**src/rtl/hamming_enc_engine_pkg.sv**
```systemverilog
// Shared types and helpers for the Hamming (16,11) SECDED encoder engine.
// The parity masks and codeword placement are common to the encoder and the checker.
package hamming_enc_engine_pkg;

    typedef enum logic [2:0] {
        ST_IDLE  = 3'd0,
        ST_RD_LO = 3'd1,
        ST_RD_HI = 3'd2,
        ST_WR_LO = 3'd3,
        ST_WR_HI = 3'd4,
        ST_FIN   = 3'd5
    } state_e;

    // Bit k-1 of each mask selects data bit d[k] of d[11:1].
    localparam logic [10:0] P8_MASK = 11'h7F0;
    localparam logic [10:0] P4_MASK = 11'h78E;
    localparam logic [10:0] P2_MASK = 11'h66D;
    localparam logic [10:0] P1_MASK = 11'h55B;

    function automatic logic masked_parity(input logic [11:1] d, input logic [10:0] mask);
        masked_parity = ^(d & mask);
    endfunction

    function automatic logic [15:0] place_codeword(
        input logic [11:1] d,
        input logic        p8,
        input logic        p4,
        input logic        p2,
        input logic        p1,
        input logic        p0
    );
        place_codeword = {d[11:5], p8, d[4:2], p4, d[1], p2, p1, p0};
    endfunction

endpackage

```
**src/rtl/hamming_enc_engine_if.sv**
```systemverilog
// Start/done handshake plus byte-wide data-memory port of the encoder engine.
// master is the engine side; slave is the controller/memory side.
interface hamming_enc_engine_if #(
    parameter int AW = 8
);
    logic          start;
    logic          done;
    logic [AW-1:0] mem_addr;
    logic [7:0]    mem_rdata;
    logic [7:0]    mem_wdata;
    logic          mem_we;

    modport master (
        input  start,
        input  mem_rdata,
        output done,
        output mem_addr,
        output mem_wdata,
        output mem_we
    );

    modport slave (
        output start,
        output mem_rdata,
        input  done,
        input  mem_addr,
        input  mem_wdata,
        input  mem_we
    );
endinterface

```
**src/rtl/hamming_enc_engine_enc11.sv**
```systemverilog
// Combinational Hamming (16,11) encoder: d[11:1] -> SECDED codeword with even overall parity.
// Also used by the checker to regenerate parity for syndrome computation.
module hamming_enc11
    import hamming_enc_engine_pkg::*;
(
    input  logic [11:1] d,
    output logic [15:0] enc
);
    logic p8_s;
    logic p4_s;
    logic p2_s;
    logic p1_s;
    logic p0_s;

    assign p8_s = masked_parity(d, P8_MASK);
    assign p4_s = masked_parity(d, P4_MASK);
    assign p2_s = masked_parity(d, P2_MASK);
    assign p1_s = masked_parity(d, P1_MASK);
    assign p0_s = ^{d, p8_s, p4_s, p2_s, p1_s};
    assign enc  = place_codeword(d, p8_s, p4_s, p2_s, p1_s, p0_s);
endmodule

```
**src/rtl/hamming_enc_engine.sv**
```systemverilog
// Encoder engine: reads NUM_MSG 11-bit messages from byte memory, writes 16-bit SECDED codewords back.
// Memory outputs are registered from the next-state decode so they change only on clk.
module hamming_enc_engine
    import hamming_enc_engine_pkg::*;
#(
    parameter int NUM_MSG  = 15,
    parameter int SRC_BASE = 0,
    parameter int DST_BASE = 30,
    parameter int AW       = 8
) (
    input  logic                 clk,
    input  logic                 reset,
    hamming_enc_engine_if.master bus
);
    localparam int            IW       = $clog2(NUM_MSG) + 1;
    localparam logic [IW-1:0] LAST_IDX = IW'(NUM_MSG - 1);

    state_e        state_r;
    state_e        state_next_s;
    logic [IW-1:0] idx_r;
    logic [IW-1:0] idx_next_s;
    logic [11:1]   d_r;
    logic [11:1]   d_next_s;
    logic          done_r;
    logic          done_next_s;
    logic [AW-1:0] addr_r;
    logic [AW-1:0] addr_next_s;
    logic [7:0]    wdata_r;
    logic [7:0]    wdata_next_s;
    logic          we_r;
    logic          we_next_s;
    logic [15:0]   enc_s;
    logic [AW-1:0] src_addr_s;
    logic [AW-1:0] dst_addr_s;

    // Encode the data as it will stand after this cycle, so WR_LO can be loaded straight out of RD_HI.
    hamming_enc11 u_enc11 (
        .d   (d_next_s),
        .enc (enc_s)
    );

    assign src_addr_s = AW'(SRC_BASE) + AW'({idx_next_s, 1'b0});
    assign dst_addr_s = AW'(DST_BASE) + AW'({idx_next_s, 1'b0});

    // Sequencer next-state, message index, data latch and done flag.
    always_comb begin
        state_next_s = state_r;
        idx_next_s   = idx_r;
        d_next_s     = d_r;
        done_next_s  = done_r;
        case (state_r)
            ST_IDLE: begin
                if (bus.start) begin
                    state_next_s = ST_RD_LO;
                    idx_next_s   = {IW{1'b0}};
                    done_next_s  = 1'b0;
                end else begin
                    state_next_s = ST_IDLE;
                end
            end
            ST_RD_LO: begin
                d_next_s[8:1] = bus.mem_rdata;
                state_next_s  = ST_RD_HI;
            end
            ST_RD_HI: begin
                d_next_s[11:9] = bus.mem_rdata[2:0];
                state_next_s   = ST_WR_LO;
            end
            ST_WR_LO: begin
                state_next_s = ST_WR_HI;
            end
            ST_WR_HI: begin
                if (idx_r == LAST_IDX) begin
                    state_next_s = ST_FIN;
                end else begin
                    idx_next_s   = idx_r + IW'(1);
                    state_next_s = ST_RD_LO;
                end
            end
            ST_FIN: begin
                done_next_s  = 1'b1;
                state_next_s = ST_IDLE;
            end
            default: begin
                state_next_s = ST_IDLE;
            end
        endcase
    end

    // Memory-port values for the state about to be entered.
    always_comb begin
        addr_next_s  = {AW{1'b0}};
        wdata_next_s = 8'h00;
        we_next_s    = 1'b0;
        case (state_next_s)
            ST_RD_LO: begin
                addr_next_s = src_addr_s;
            end
            ST_RD_HI: begin
                addr_next_s = src_addr_s + AW'(1);
            end
            ST_WR_LO: begin
                addr_next_s  = dst_addr_s;
                wdata_next_s = enc_s[7:0];
                we_next_s    = 1'b1;
            end
            ST_WR_HI: begin
                addr_next_s  = dst_addr_s + AW'(1);
                wdata_next_s = enc_s[15:8];
                we_next_s    = 1'b1;
            end
            default: begin
                addr_next_s = {AW{1'b0}};
            end
        endcase
    end

    // State and output registers; reset aborts any run in progress.
    always_ff @(posedge clk) begin
        if (reset) begin
            state_r <= ST_IDLE;
            idx_r   <= {IW{1'b0}};
            d_r     <= 11'h000;
            done_r  <= 1'b0;
            addr_r  <= {AW{1'b0}};
            wdata_r <= 8'h00;
            we_r    <= 1'b0;
        end else begin
            state_r <= state_next_s;
            idx_r   <= idx_next_s;
            d_r     <= d_next_s;
            done_r  <= done_next_s;
            addr_r  <= addr_next_s;
            wdata_r <= wdata_next_s;
            we_r    <= we_next_s;
        end
    end

    assign bus.done      = done_r;
    assign bus.mem_addr  = addr_r;
    assign bus.mem_wdata = wdata_r;
    assign bus.mem_we    = we_r;
endmodule

```
**src/flat_wrapper.sv**
```systemverilog
// flat-port wrapper written by rule: the top's interface ports become plain ports
module hamming_enc_engine_flat import hamming_enc_engine_pkg::*;
#(
    parameter int NUM_MSG  = 15,
    parameter int SRC_BASE = 0,
    parameter int DST_BASE = 30,
    parameter int AW       = 8
)
  (clk, reset, bus_start, bus_mem_rdata, bus_done, bus_mem_addr, bus_mem_wdata, bus_mem_we);
  hamming_enc_engine_if #(.AW(AW)) bus_i ();
  input  logic clk;
  input  logic reset;
  input wire logic [$bits(bus_i.start)-1:0] bus_start;
  input wire logic [$bits(bus_i.mem_rdata)-1:0] bus_mem_rdata;
  output wire logic [$bits(bus_i.done)-1:0] bus_done;
  output wire logic [$bits(bus_i.mem_addr)-1:0] bus_mem_addr;
  output wire logic [$bits(bus_i.mem_wdata)-1:0] bus_mem_wdata;
  output wire logic [$bits(bus_i.mem_we)-1:0] bus_mem_we;
  assign bus_i.start = bus_start;
  assign bus_i.mem_rdata = bus_mem_rdata;
  assign bus_done = bus_i.done;
  assign bus_mem_addr = bus_i.mem_addr;
  assign bus_mem_wdata = bus_i.mem_wdata;
  assign bus_mem_we = bus_i.mem_we;
  hamming_enc_engine #(.NUM_MSG(NUM_MSG), .SRC_BASE(SRC_BASE), .DST_BASE(DST_BASE), .AW(AW)) u_core (.clk(clk), .reset(reset), .bus(bus_i));
endmodule
```
**config.mk**
```make
export PLATFORM = sky130hd
export DESIGN_NAME = hamming_enc_engine_flat
export DESIGN_NICKNAME = d
export VERILOG_FILES = /design/src/rtl/hamming_enc_engine_pkg.sv /design/src/rtl/hamming_enc_engine_if.sv /design/src/rtl/hamming_enc_engine_enc11.sv /design/src/rtl/hamming_enc_engine.sv /design/src/flat_wrapper.sv
export SDC_FILE = /design/constraint.sdc
export NUM_CORES = 1
export LEC_CHECK = 0
export BUFFER_PORTS_ARGS = -buffer_cell sky130_fd_sc_hd__buf_2
export CAP_MARGIN = 20
export CORE_AREA = 2 2 77 79
export DETAILED_ROUTE_END_ITERATION = 10
export DIE_AREA = 0 0 79 81
export HOLD_SLACK_MARGIN = 0.05
export PLACE_DENSITY = 0.51
export SYNTH_ARGS = -nofsm -noshare
export SYNTH_HDL_FRONTEND = slang
export SYNTH_SLANG_ARGS = --single-unit
```
**constraint.sdc**
```tcl
create_clock -name clk -period 2.4 [get_ports clk]
set_input_delay 0.36 -clock clk [delete_from_list [all_inputs] [get_ports clk]]
set_output_delay 0.36 -clock clk [all_outputs]
set_load 0.005 [all_outputs]
```
Word-level counts from Yosys, hierarchy flattened
Index checks and enable logic that the tools add are counted.
W data, S select, Z words.

word-level totals
  register bits = 37
  output and inout bits = 18
  word-level logic and storage cells = 44

cells by class
  add/subtract/negate cells = 4
  eq/ne operators = 11
  multiplexer cells = 13
  reductions and logical operators = 9

operators with widths
  kind                   count
  $reduce_xor A11 Y1     4
  $pmux W8 S4            1
  $pmux W8 S2            1
  $pmux W3 S5            1
  $reduce_xor A15 Y1     1
  $eq A3 B2 Y1 const B   4
  $mux W5                2
  $pmux W5 S2            1
  $eq A3 B3 Y1 const B   3
  $add A8 B1 Y8 const B  1
  $mux W8                1
  $add A5 B6 Y7 const A  1
  $add A6 B1 Y7 const B  1
  $eq A3 B1 Y1 const B   2
  $mux W3                2
  $add A5 B1 Y5 const B  1
  $eq A5 B4 Y1 const B   1
  $logic_not A3 Y1       1
  $mux W1                3
  $ne A2 B2 Y1 const B   1
  $pmux W1 S2            1
  $reduce_and A2 Y1      1
  $reduce_bool A2 Y1     1
  $reduce_or A2 Y1       1

Logic depth before layout (Yosys ltp)
  depth after elaboration = 6
  depth in mapped cells = 9
  depth with buffers taken out = 9

Modules after synthesis
Synthesis repeated with hierarchy kept, for this count alone.

unflattened totals
  cell total of the unflattened synthesis = 189
  area total of the unflattened synthesis = 1886.8 um^2

by module, submodules not included
  module              instances  cells each  area each (um^2)
  hamming_enc_engine  1          155         1580.3
  hamming_enc11       1          34          306.5

Least setup slack after synthesis
No wires, ideal clock.

  path kind = register to register
  start = register u_core.idx_r[0]
  end = register u_core.addr_r[5], in the netlist u_core.bus.mem_addr[5]
  setup time = 0.117 ns
  arrival = 2.075 ns
  slack = 0.208 ns
  stages on the path, launching flop included = 10
  period minus slack after synthesis = 2.192 ns
  path through = dfxtp_1 inv_1 ha_1 nand4b_1 mux2_2 a22oi_1 ha_1 nand3_1 nor2b_1 a22o_1

between the ends
  longest elaborated chain between the ends = 6
  elaborated cells on any way between the ends = 15

ends and longest elaborated chain
  item                                           RTL line                                            text
  from (decl)                                    hamming_enc_engine.sv:20                            logic [IW-1:0] idx_r;
  from (signal assigned)                         hamming_enc_engine.sv:122                           idx_r <= {IW{1'b0}};
  from (signal assigned)                         hamming_enc_engine.sv:130                           idx_r <= idx_next_s;
  $add A5 B1 Y5 or $eq A5 B4 Y1 (tied branches)  hamming_enc_engine.sv:76, hamming_enc_engine.sv:73
  $mux W5                                        hamming_enc_engine.sv:73                            if (idx_r == LAST_IDX) begin
  $pmux W5 S2                                    hamming_enc_engine.sv:51                            case (state_r)
  $add A5 B6 Y7                                  hamming_enc_engine.sv:43                            assign dst_addr_s = AW'(DST_BASE) + AW'({idx_next_s, 1'b0});
  $add A8 B1 Y8                                  hamming_enc_engine.sv:108                           addr_next_s = dst_addr_s + AW'(1);
  $pmux W8 S4 *                                  hamming_enc_engine.sv:95                            case (state_next_s)
  to (signal assigned)                           hamming_enc_engine.sv:125                           addr_r <= {AW{1'b0}};
  to (signal assigned)                           hamming_enc_engine.sv:133                           addr_r <= addr_next_s;
  to (decl)                                      hamming_enc_engine.sv:26                            logic [AW-1:0] addr_r;

Every way passes the cells marked *; elsewhere a longest branch is shown, timed or not.
A chain may end at the register's enable or synchronous reset.

Worst setup path after layout
Same ends and word-level chain as after synthesis.

==> flow_summary.json <==
{
  "status": "finished clean",
  "final_common_cell": "dfxtp_1",
  "drt_iter0_drc": 44,
  "maxCapViolCount": 0,
  "clock_path_buffers": 2,
  "slowest_delay_ns": 0.38,
  "tns_ns": 0,
  "final-hold-violation-count": 0,
  "grt_max_degree": 24,
  "worst_path_max_delay_cell": "dfxtp_2",
  "final_max_slew_viol_count": 0,
  "synth-main-ff-cell": "dfxtp_1",
  "grt_pass1_vias": 1397,
  "layout_common_cells": "35 x dfxtp_1, 29 x nor2_1, 27 x buf_2",
  "dieArea_sq_mm": 0.00640,
  "dpl.hpwl_um": 2790,
  "wl_per_cell_um": 12.8,
  "yosys.area.top_type": "dfxtp_1",
  "min_path_type": "input port to flop",
  "power.density_mw_per_mm2": 719,
  "initial_utilization_pct": 33.7,
  "synth_top_family_by_area": "XOR/XNOR gates",
  "cts_root_buffer": "clkbuf_8",
  "cts_made_buffers": 5,
  "nets": 238,
  "start_kind": "flop",
  "ioPinCount": 29,
  "ff2ff_path_depth": 9,
  "wl_um": 3840,
  "synth_edf_count": 0,
  "die_h_um": 81,
  "synthSimpleGateAreaFrac_pct": 15.2,
  "place_inst": 291,
  "fmax_mhz": 462,
  "firstDrtPassIters": 4,
  "placement_rows": 28,
  "core_area_sq_mm": 0.00568,
  "synthMuxAreaShare_pct": 15.0,
  "synth_fa_ha_area_share_pct": 1.96,
  "vias": 1406,
  "drcViolationCount": 0,
  "path_common_cell": "ha_1",
  "io_buffers": 27,
  "slew_headroom_pct": 53.3,
  "crit_fanout": 6,
  "whs_path_depth": 3,
  "p_leak_nw": 0.939,
  "yosys-top-cells-area": "dfxtp_1 38%, mux2i_1 13%, xnor2_1 9.2%",
  "grt_pass1_wl_um": 6420,
  "period_minus_slack_ns": 2.16,
  "post-place-ws_ns": 0.183,
  "rrSetupSlack_ns": 0.24,
  "place.gp.congestion": 0.812,
  "synth_compound_area_share_pct": 7.33,
  "path_class": "flop to flop",
  "overflow": 0,
  "synthArstFlopShare_pct": 0,
  "synth-xor-area-share_pct": 17.3,
  "fin_ws_ns": 0.237,
  "seq_area_frac_synth_pct": 37.7,
  "antenna_found_initial": 0,
  "cp_cell_sequence": "inv_1, ha_1, nand4b_1, mux2_2, a22oi_1, ha_1, nand3_1, nor2b_1, a22o_1",
  "area_delta_synth_final_pct": 16.6,
  "worst_slew_pin_slew_ns": 0.698,
  "netlist_instances": 195,
  "arrival_ns": 2.35,
  "clk_pin_slew_worst_paths_ns": 0.08,
  "peakVddDrop_mv": 0.283,
  "avgSynthCellArea_sq_um": 9.81,
  "finClkSkew_ns": 0.00606,
  "fin_crit_sh_pct": 90.1,
  "min_from": "bus_mem_rdata[4]",
  "ys_warn_count": 0,
  "clock_latency_ns": 0.29,
  "routed_via_density": 4.69,
  "r2r_end": "u_core.bus.mem_addr[5]",
  "fin_util_pct": 39.3,
  "synth_fp_nets": 209,
  "cp.required_ns": 2.59,
  "ys_ff_latch": 36,
  "diodes": 0,
  "grt_usage_pct": 13.0,
  "htreeDepth": 2,
  "drive_gt1_share_pct": 23.1,
  "die_x_um": 79,
  "setup_violations": 0,
  "clock-sinks": 36,
  "endpoint_kind": "flop",
  "ant_nets": 0,
  "rsz0062_at_grt": "no",
  "fin_cells": 300,
  "min_delay_worst_endpoint": "u_core.d_r[5]",
  "total_power_mw": 1.60,
  "cts_tree": "done",
  "yosys.area.top_type_share_pct": 37.7,
  "netlist_area_sq_mm": 0.00191,
  "timing.rr.start": "u_core.idx_r[0]",
  "synthDistinctLibCells": 45
}
[metal layers]
| metal | up-vias | GRT usage (%) | part of all wire (%) |
|---|---|---|---|
| li1 | 720 | - | - |
| met1 | 654 | 15.5 | 47 |
| met2 | 24 | 22.5 | 48 |
| met3 | 8 | 3.44 | 4.0 |
| met4 | 0 | 5.17 | 1.7 |
| met5 | - | 0 | 0 |
[worst max-delay path by stage]
stage | from | endpoint | cells after the start
after floorplan | u_core.idx_r[0] | u_core.bus.mem_addr[5] | 9
after global placement | u_core.idx_r[0] | u_core.bus.mem_addr[5] | 9
after detailed placement | u_core.idx_r[0] | u_core.bus.mem_addr[5] | 9
after CTS | u_core.idx_r[0] | u_core.bus.mem_addr[5] | 9
after global routing | u_core.idx_r[0] | u_core.bus.mem_addr[5] | 9
final | u_core.idx_r[0] | u_core.bus.mem_addr[5] | 9
[metrics by stage]
step / hold WS, ns / area, sq um
after CTS: 0.330 / 2220
after floorplan: 0.452 / 1910
after detailed placement: 0.486 / 2110
after global placement: 0.488 / 2110
final: 0.337 / 2230
after global routing: 0.332 / 2230
[state kept, by name (all words and copies together), names as in the netlist]
signal                cells
u_core.bus.mem_we         1
u_core.bus.mem_addr       7
u_core.bus.mem_wdata      8
u_core.d_r               11
u_core.state_r            3
u_core.idx_r              5
u_core.bus.done           1
[cells in the mapped netlist, types with 2 or more instances]
| cell type | instances |
|---|---|
| and3_1 | 2 |
| inv_1 | 4 |
| buf_4 | 2 |
| buf_2 | 4 |
| xor2_1 | 8 |
| nor2_1 | 29 |
| o22ai_1 | 3 |
| xnor2_1 | 20 |
| ha_1 | 3 |
| dfxtp_1 | 36 |
| nand2_1 | 6 |
| a21oi_1 | 5 |
| buf_1 | 3 |
| buf_6 | 3 |
| mux2i_1 | 24 |
| nor3_1 | 5 |
| clkbuf_1 | 2 |
| nand3_1 | 5 |
| o21ai_0 | 4 |
| xnor3_1 | 2 |
[area by class of cell]
class	instances	area, sq um
clock inverters	2	35.0
inverters	4	15.0
fillers	596	3440
repair buffers	36	203
well taps	75	93.8
multi-input cells	141	1090
clock buffers	6	72.6
flip-flops and latches	36	722
[critical path, delay by kind of cell, from the launching register on]
family          cells  cell delay [ns]
buf+inv             1             0.06
fa+ha+maj           2             0.42
compound gates      2             0.42
simple gates        3             0.42
flops               1             0.38
mux                 1             0.37
[power by group]
part / internal [mW] / switching [mW]
Clock: 0.308 / 0.225
Combinational: 0.220 / 0.197
Sequential: 0.629 / 0.0236
Total: 1.16 / 0.446
[cell families (layout without fill, tap and decap cells)]
group	after synthesis	count (layout)
simple gates	57	57
flops	36	36
xor+xnor	32	32
mux	27	27
compound gates	21	21
buf+inv	18	48
fa+ha+maj	3	3
other cells	1	1
[timing repair]
action                     4_1_cts  5_1_grt
setup endpoints to repair        0        1
hold buffers                     0        0
resized for setup                0        1
setup buffers                    0        1
(Power assumes the default switching activity.)
